===== config.mk =====
export PLATFORM = sky130hd
export DESIGN_NAME = conv_axis_out_packer
export DESIGN_NICKNAME = d
export VERILOG_FILES = /design/src/rtl/conv_axis_out_packer.sv
export SDC_FILE = /design/constraint.sdc
export NUM_CORES = 1
export LEC_CHECK = 0
export CORE_MARGIN = 5
export CORE_UTILIZATION = 56
export DETAILED_ROUTE_END_ITERATION = 12
export GPL_ROUTABILITY_DRIVEN = 0
export MAX_ROUTING_LAYER = met4
export PLACE_DENSITY = 0.8
export SETUP_SLACK_MARGIN = 0.4
export SLEW_MARGIN = 5
export SYNTH_ARGS = -nofsm -noshare
export SYNTH_HDL_FRONTEND = slang
export SYNTH_SLANG_ARGS = --single-unit

===== constraint.sdc =====
create_clock -name CLK -period 3.7 [get_ports CLK]
set_input_delay 0.925 -clock CLK [delete_from_list [all_inputs] [get_ports CLK]]
set_output_delay 0.925 -clock CLK [all_outputs]
set_load 0.02 [all_outputs]

===== src/rtl/conv_axis_out_packer.sv =====
// Byte-to-word packer for the conv_module result path.
// Accepts 8-bit activations one per handshake, packs them little-endian into
// 32-bit words and streams them to the DMA over AXI4-Stream through a
// 2-entry FIFO. TKEEP marks valid lanes of the final (possibly partial) word,
// TLAST flags it, and send_done reports completion to the control path.
// Only a 32-bit stream (4 bytes per beat) is supported.
module conv_axis_out_packer #(
    parameter int C_S00_AXIS_TDATA_WIDTH = 32,
    parameter int LEN_WIDTH              = 16
) (
    input  logic                              CLK,
    input  logic                              RESET,
    input  logic                              start,
    input  logic [LEN_WIDTH-1:0]              out_len,
    input  logic [7:0]                        in_data,
    input  logic                              in_valid,
    output logic                              in_ready,
    input  logic                              M_AXIS_TREADY,
    output logic                              M_AXIS_TVALID,
    output logic [C_S00_AXIS_TDATA_WIDTH-1:0] M_AXIS_TDATA,
    output logic [3:0]                        M_AXIS_TKEEP,
    output logic                              M_AXIS_TLAST,
    output logic                              M_AXIS_TUSER,
    output logic                              busy,
    output logic                              send_done
);

    localparam int DW = C_S00_AXIS_TDATA_WIDTH;

    typedef enum logic [1:0] {S_IDLE, S_PACK, S_DRAIN, S_DONE} state_t;

    state_t                 state_q, state_d;
    logic [LEN_WIDTH-1:0]   bytes_left_q, bytes_left_d;
    logic [1:0]             idx_q, idx_d;
    logic [23:0]            pack_q, pack_d;
    logic                   wr_ptr_q, wr_ptr_d;
    logic                   rd_ptr_q, rd_ptr_d;
    logic [1:0]             count_q, count_d;
    logic [DW-1:0]          fifo_data_q [2];
    logic [3:0]             fifo_keep_q [2];
    logic                   fifo_last_q [2];

    logic                   accept;
    logic                   last_byte;
    logic                   push;
    logic                   pop;
    logic [DW-1:0]          word;
    logic [3:0]             word_keep;

    assign accept    = in_valid && in_ready;
    assign last_byte = (bytes_left_q == LEN_WIDTH'(1));
    assign push      = accept && ((idx_q == 2'd3) || last_byte);
    assign pop       = M_AXIS_TVALID && M_AXIS_TREADY;

    // Word being completed this cycle: earlier lanes from the pack register,
    // the incoming byte in the current lane, higher lanes zero.
    // NOTE: every always_comb output gets a default first so no path leaves it unassigned, which would infer a latch.
    always_comb begin
        word                          = '0;
        word[23:0]                    = pack_q;
        word[{idx_q, 3'b000} +: 8]    = in_data;
        unique case (idx_q)
            2'd0:    word_keep = 4'b0001;
            2'd1:    word_keep = 4'b0011;
            2'd2:    word_keep = 4'b0111;
            default: word_keep = 4'b1111;
        endcase
    end

    // FSM state register.
    // NOTE: sequential blocks use non-blocking assignments only; combinational blocks use blocking ones.
    always_ff @(posedge CLK or posedge RESET) begin
        if (RESET) state_q <= S_IDLE;
        else       state_q <= state_d;
    end

    // FSM next-state logic.
    always_comb begin
        state_d = state_q;
        unique case (state_q)
            S_IDLE:  if (start) state_d = (out_len == '0) ? S_DONE : S_PACK;
            S_PACK:  if (accept && last_byte) state_d = S_DRAIN;
            // Leave once the last beat handshakes so send_done follows it by one cycle.
            S_DRAIN: if ((count_q == 2'd0) || ((count_q == 2'd1) && pop)) state_d = S_DONE;
            default: state_d = S_IDLE;
        endcase
    end

    // FSM outputs; in_ready looks only at registered FIFO occupancy.
    always_comb begin
        in_ready  = (state_q == S_PACK) && (count_q < 2'd2);
        busy      = (state_q != S_IDLE);
        send_done = (state_q == S_DONE);
    end

    // Byte counter, lane index, pack register and FIFO pointer updates.
    always_comb begin
        bytes_left_d = bytes_left_q;
        idx_d        = idx_q;
        pack_d       = pack_q;
        wr_ptr_d     = wr_ptr_q ^ push;
        rd_ptr_d     = rd_ptr_q ^ pop;
        count_d      = count_q;
        if ((state_q == S_IDLE) && start) begin
            bytes_left_d = out_len;
            idx_d        = 2'd0;
            pack_d       = '0;
        end else if (accept) begin
            bytes_left_d = bytes_left_q - LEN_WIDTH'(1);
            if (push) begin
                idx_d  = 2'd0;
                pack_d = '0;
            end else begin
                idx_d  = idx_q + 2'd1;
                pack_d = word[23:0];
            end
        end
        unique case ({push, pop})
            2'b10:   count_d = count_q + 2'd1;
            2'b01:   count_d = count_q - 2'd1;
            default: count_d = count_q;
        endcase
    end

    // Control and datapath registers; reset discards any partial word and FIFO contents.
    always_ff @(posedge CLK or posedge RESET) begin
        if (RESET) begin
            bytes_left_q <= '0;
            idx_q        <= 2'd0;
            pack_q       <= '0;
            wr_ptr_q     <= 1'b0;
            rd_ptr_q     <= 1'b0;
            count_q      <= 2'd0;
        end else begin
            bytes_left_q <= bytes_left_d;
            idx_q        <= idx_d;
            pack_q       <= pack_d;
            wr_ptr_q     <= wr_ptr_d;
            rd_ptr_q     <= rd_ptr_d;
            count_q      <= count_d;
        end
    end

    // FIFO storage write.
    // NOTE: storage is left unreset on purpose; outputs are masked while the FIFO is empty, so stale entries are never visible.
    always_ff @(posedge CLK) begin
        if (push) begin
            fifo_data_q[wr_ptr_q] <= word;
            fifo_keep_q[wr_ptr_q] <= word_keep;
            fifo_last_q[wr_ptr_q] <= last_byte;
        end
    end

    // Stream outputs come from the FIFO head, held at zero while it is empty.
    always_comb begin
        M_AXIS_TVALID = (count_q != 2'd0);
        M_AXIS_TDATA  = M_AXIS_TVALID ? fifo_data_q[rd_ptr_q] : '0;
        M_AXIS_TKEEP  = M_AXIS_TVALID ? fifo_keep_q[rd_ptr_q] : 4'b0000;
        M_AXIS_TLAST  = M_AXIS_TVALID && fifo_last_q[rd_ptr_q];
        M_AXIS_TUSER  = 1'b0;
    end

endmodule


==> run_results.csv <==
group,metric,value,unit
route,dr.pass1.iters,5,
worst_hold_path,hp-class,"reg2reg",
finish,antennaDiodeCount,0,
synth,synth-simple-area-share,13.5,%
route,via_per_inst,5.43,
synth,ys_top_cells_by_count,"edfxtp_1 (72), nand2_1 (61), inv_1 (57)",
sta,rsz0062_at_grt,"false",
clock_tree,cts_tree,"yes",
route,wl_met1,5100,µm
setup_path,end_kind,"primary output",
clock_tree,clockRootBuffer,"clkbuf_8",
placed_design,dpl.hpwl,8260,µm
sta,tns,0,ns
die,coreArea,10100,µm²
grt,grt_first_pass_wirelength,20700,µm
synth,synthMuxAreaShare,6.65,%
setup_path,rrSetupSlack,1.08,ns
die,start_util,56.6,%
die,io_pins,71,
placed_design,port_buffers,69,
synth,synth-adder-area-share,3.92,%
sta,hold_viol_final,0,
route,drt_iter0_drc,355,
sta,max-slew-margin-rel,25.1,%
finish,fillers,691,
pwr,powerDensity,790,nW/µm²
synth,synthXorXnorAreaFrac,1.98,%
die,die_w,111,µm
worst_hold_path,worstHoldEndpoint,"pack_q[18]",
synth,synth_cell_types,49,
synth,synth_edf_count,72,
setup_path,reg2reg_depth,6,
die,die_h,111,µm
sta,holdWs,0.477,ns
setup_path,crit_chain,"inv_1 > ha_4 > buf_6 > nor2_1 > clkdlybuf4s50_1",
clock_tree,cts.sinks,120,
setup_path,critPathTopFamily,"buffers and inverters",
setup_path,required,2.77,ns
route,top_layer,"met4",
sta,report.final.slew_viol_count,0,
route,totalWireLength,12300,µm
sta,finalCriticalPeriod,3.15,ns
route,ant_nets,0,
synth,ys_ff_latch,120,
synth,ys_warn_count,0,
status,run_status,"complete, no violations",
route,routedWlPerCell,16.7,µm
synth,netlist.area_leader.share,37.7,%
clock_tree,cts_buffers,17,
synth,synth_top_family_by_area,"simple AND/OR/NAND/NOR gates",
sta,worst_pin_slew,1.11,ns
synth,postSynth.asyncResetShare,40.0,%
synth,syn_area,5740,µm²
sta,fmax,317,MHz
synth,yosys_most_used_dff,"edfxtp_1",
pwr,leakagePower,2.95,nW
clock_tree,clock_latency,0.50,ns
sta,min_period_over_period,85.1,%
flow_run,maxCapViolations,0,
grt,grt_start_max_net_pins,27,
worst_hold_path,hold_depth,2,
setup_path,worstReg2RegEnd,"fifo_data_q[0][31]",
grt,grt_remaining_overflow,0,
clock_tree,clkTransAtPathRegs,0.06,ns
synth,avgSynthCellArea,11.2,µm²
route,wl_met3,638,µm
clock_tree,cts_max_path_buffers,2,
synth,synth-compound-area-share,9.48,%
setup_path,start_kind,"flip-flop",
setup_path,critPathMaxFanout,24,
grt,grt_usage,21.6,%
grt,antenna_found_initial,0,
finish,syn2layout_area_growth,24.5,%
synth,ys_top_cells_by_area,"edfxtp_1 (38%), dfrtp_1 (21%), mux2i_1 (6.5%)",
worst_hold_path,min-delay-start,"pack_q[18]",
clock_tree,htree_levels,4,
setup_path,slowest_delay,0.54,ns
route,remaining_drc_errors,0,
setup_path,cpMaxStageDelayCell,"clkdlybuf4s50_1",
sta,skew,0.00782,ns
route,vias,3994,
die,rows,37,
setup_path,cp.buffers_inverters,3,
setup_path,path_class,"reg2out",
sta,setup_viol,0,
synth,synth_fp_nets,558,
clock_tree,hold_buffers,0,
synth,synth.most_common_cell,"edfxtp_1",
setup_path,cp.arrival,2.23,ns
synth,yosysTopAreaCell,"edfxtp_1",
setup_path,r2r_start,"bytes_left_q[2]",
die,die-area,12400,µm²
pwr,total_power,0.00564,W
pwr,vdd_drop_max,0.000362,V
finish,fin_nets,633,
finish,drive_above_1_share,9.68,%
grt,grt_pass1_vias,4240,
synth,yosysSeqAreaShare,58.6,%
route,dr_wl_met2,6360,µm
synth,syn-instance-count,511,
worst register-to-register path, delay by kind of cell (launching register included):
family,cells,cell delay (ns)
flip-flops,1,0.46
AO/OA/AOI/OAI,1,0.27
buffers and inverters,1,0.33
adder cells (fa/ha/maj),1,0.19
AND/OR/NAND/NOR,3,1.03
what timing repair did:
action | CTS | global route
buffers inserted | 1 | 0
pin swaps | 0 | 0
endpoints found under the setup margin | 29 | 25
resized for setup | 3 | 2
state kept, by name, summed over array words and instances (netlist names), 2 cells and up:
signal and count:
fifo_data_q 64, fifo_last_q 2, pack_q 24, bytes_left_q 16, fifo_keep_q 6, idx_q 2
count_q 2, state_q 2
final cells by class:
type                            instances  area [µm²]  area share (%)
Clock buffer                           19         422            5.90
Sequential cell                       120        3370            47.1
Multi-Input combinational cell        309        2050            28.8
Inverter                               58         218            3.05
Timing Repair Buffer                   80         785            11.0
Tap cell                              136         170            2.38
Clock inverter                         13         130            1.82
per-layer routing:
layer | vias up | track usage [%]
li1 | 1904 | -
met1 | 1931 | 25.6
met2 | 146 | 36.8
met3 | 13 | 4.31
met4 | 0 | 7.46
met5 | - | -
worst max-delay path by stage:
stage                    start                end  slack (ns)  cells after the start
3_3_place_gp          rd_ptr_q   M_AXIS_TDATA[30]        0.73                      4
5_1_grt             count_q[1]   M_AXIS_TDATA[25]        0.42                      5
3_5_place_dp        count_q[1]   M_AXIS_TDATA[26]        0.61                      5
4_1_cts             count_q[1]   M_AXIS_TDATA[26]        0.45                      5
6_report            count_q[1]   M_AXIS_TDATA[31]        0.55                      5
2_1_floorplan  bytes_left_q[2]  fifo_data_q[1][0]        0.85                      5
power breakdown:
| group | leakage, nW | switching (W) | internal [W] |
|---|---|---|---|
| sequential | 1.27 | 0.000219 | 0.00166 |
| clock | 0.259 | 0.000570 | 0.000950 |
| combinational | 1.42 | 0.00130 | 0.000952 |
kinds of logic (layout without fill, tap and decap cells):
group,Yosys count,in the layout
multiplexers,38,38
adder cells (fa/ha/maj),18,18
other,1,1
AO/OA/AOI/OAI,80,80
buffers and inverters,82,170
XOR/XNOR,13,13
flip-flops,120,120
AND/OR/NAND/NOR,159,159
cells in the final DEF, fill, tap and decap left out, types with 4 or more instances in the layout:
cell type,instances
clkinvlp_4,4
ha_1,17
and2_1,10
xor2_1,8
o21ai_2,10
o21ai_0,22
inv_1,56
o21ai_1,10
mux2i_1,37
nand2_1,61
nor4_1,5
buf_4,8
clkbuf_16,16
a22oi_1,8
dfrtp_1,47
xnor2_1,5
or3_1,5
clkdlybuf4s50_1,69
nor2_1,49
a31oi_1,5
edfxtp_1,72
o21a_1,16
nor3_1,4
stage by stage:
step	setup WS (ns)	util [%]	cell area [µm²]	instances
4_1_cts	0.448	70.4	7140	735
5_1_grt	0.420	70.5	7150	735
3_5_place_dp	0.607	64.7	6560	702
6_report	0.550	70.5	7150	735
2_1_floorplan	0.848	-	5740	511
3_3_place_gp	0.734	64.7	6560	702
Note: power is estimated with default switching activity, not from simulation.
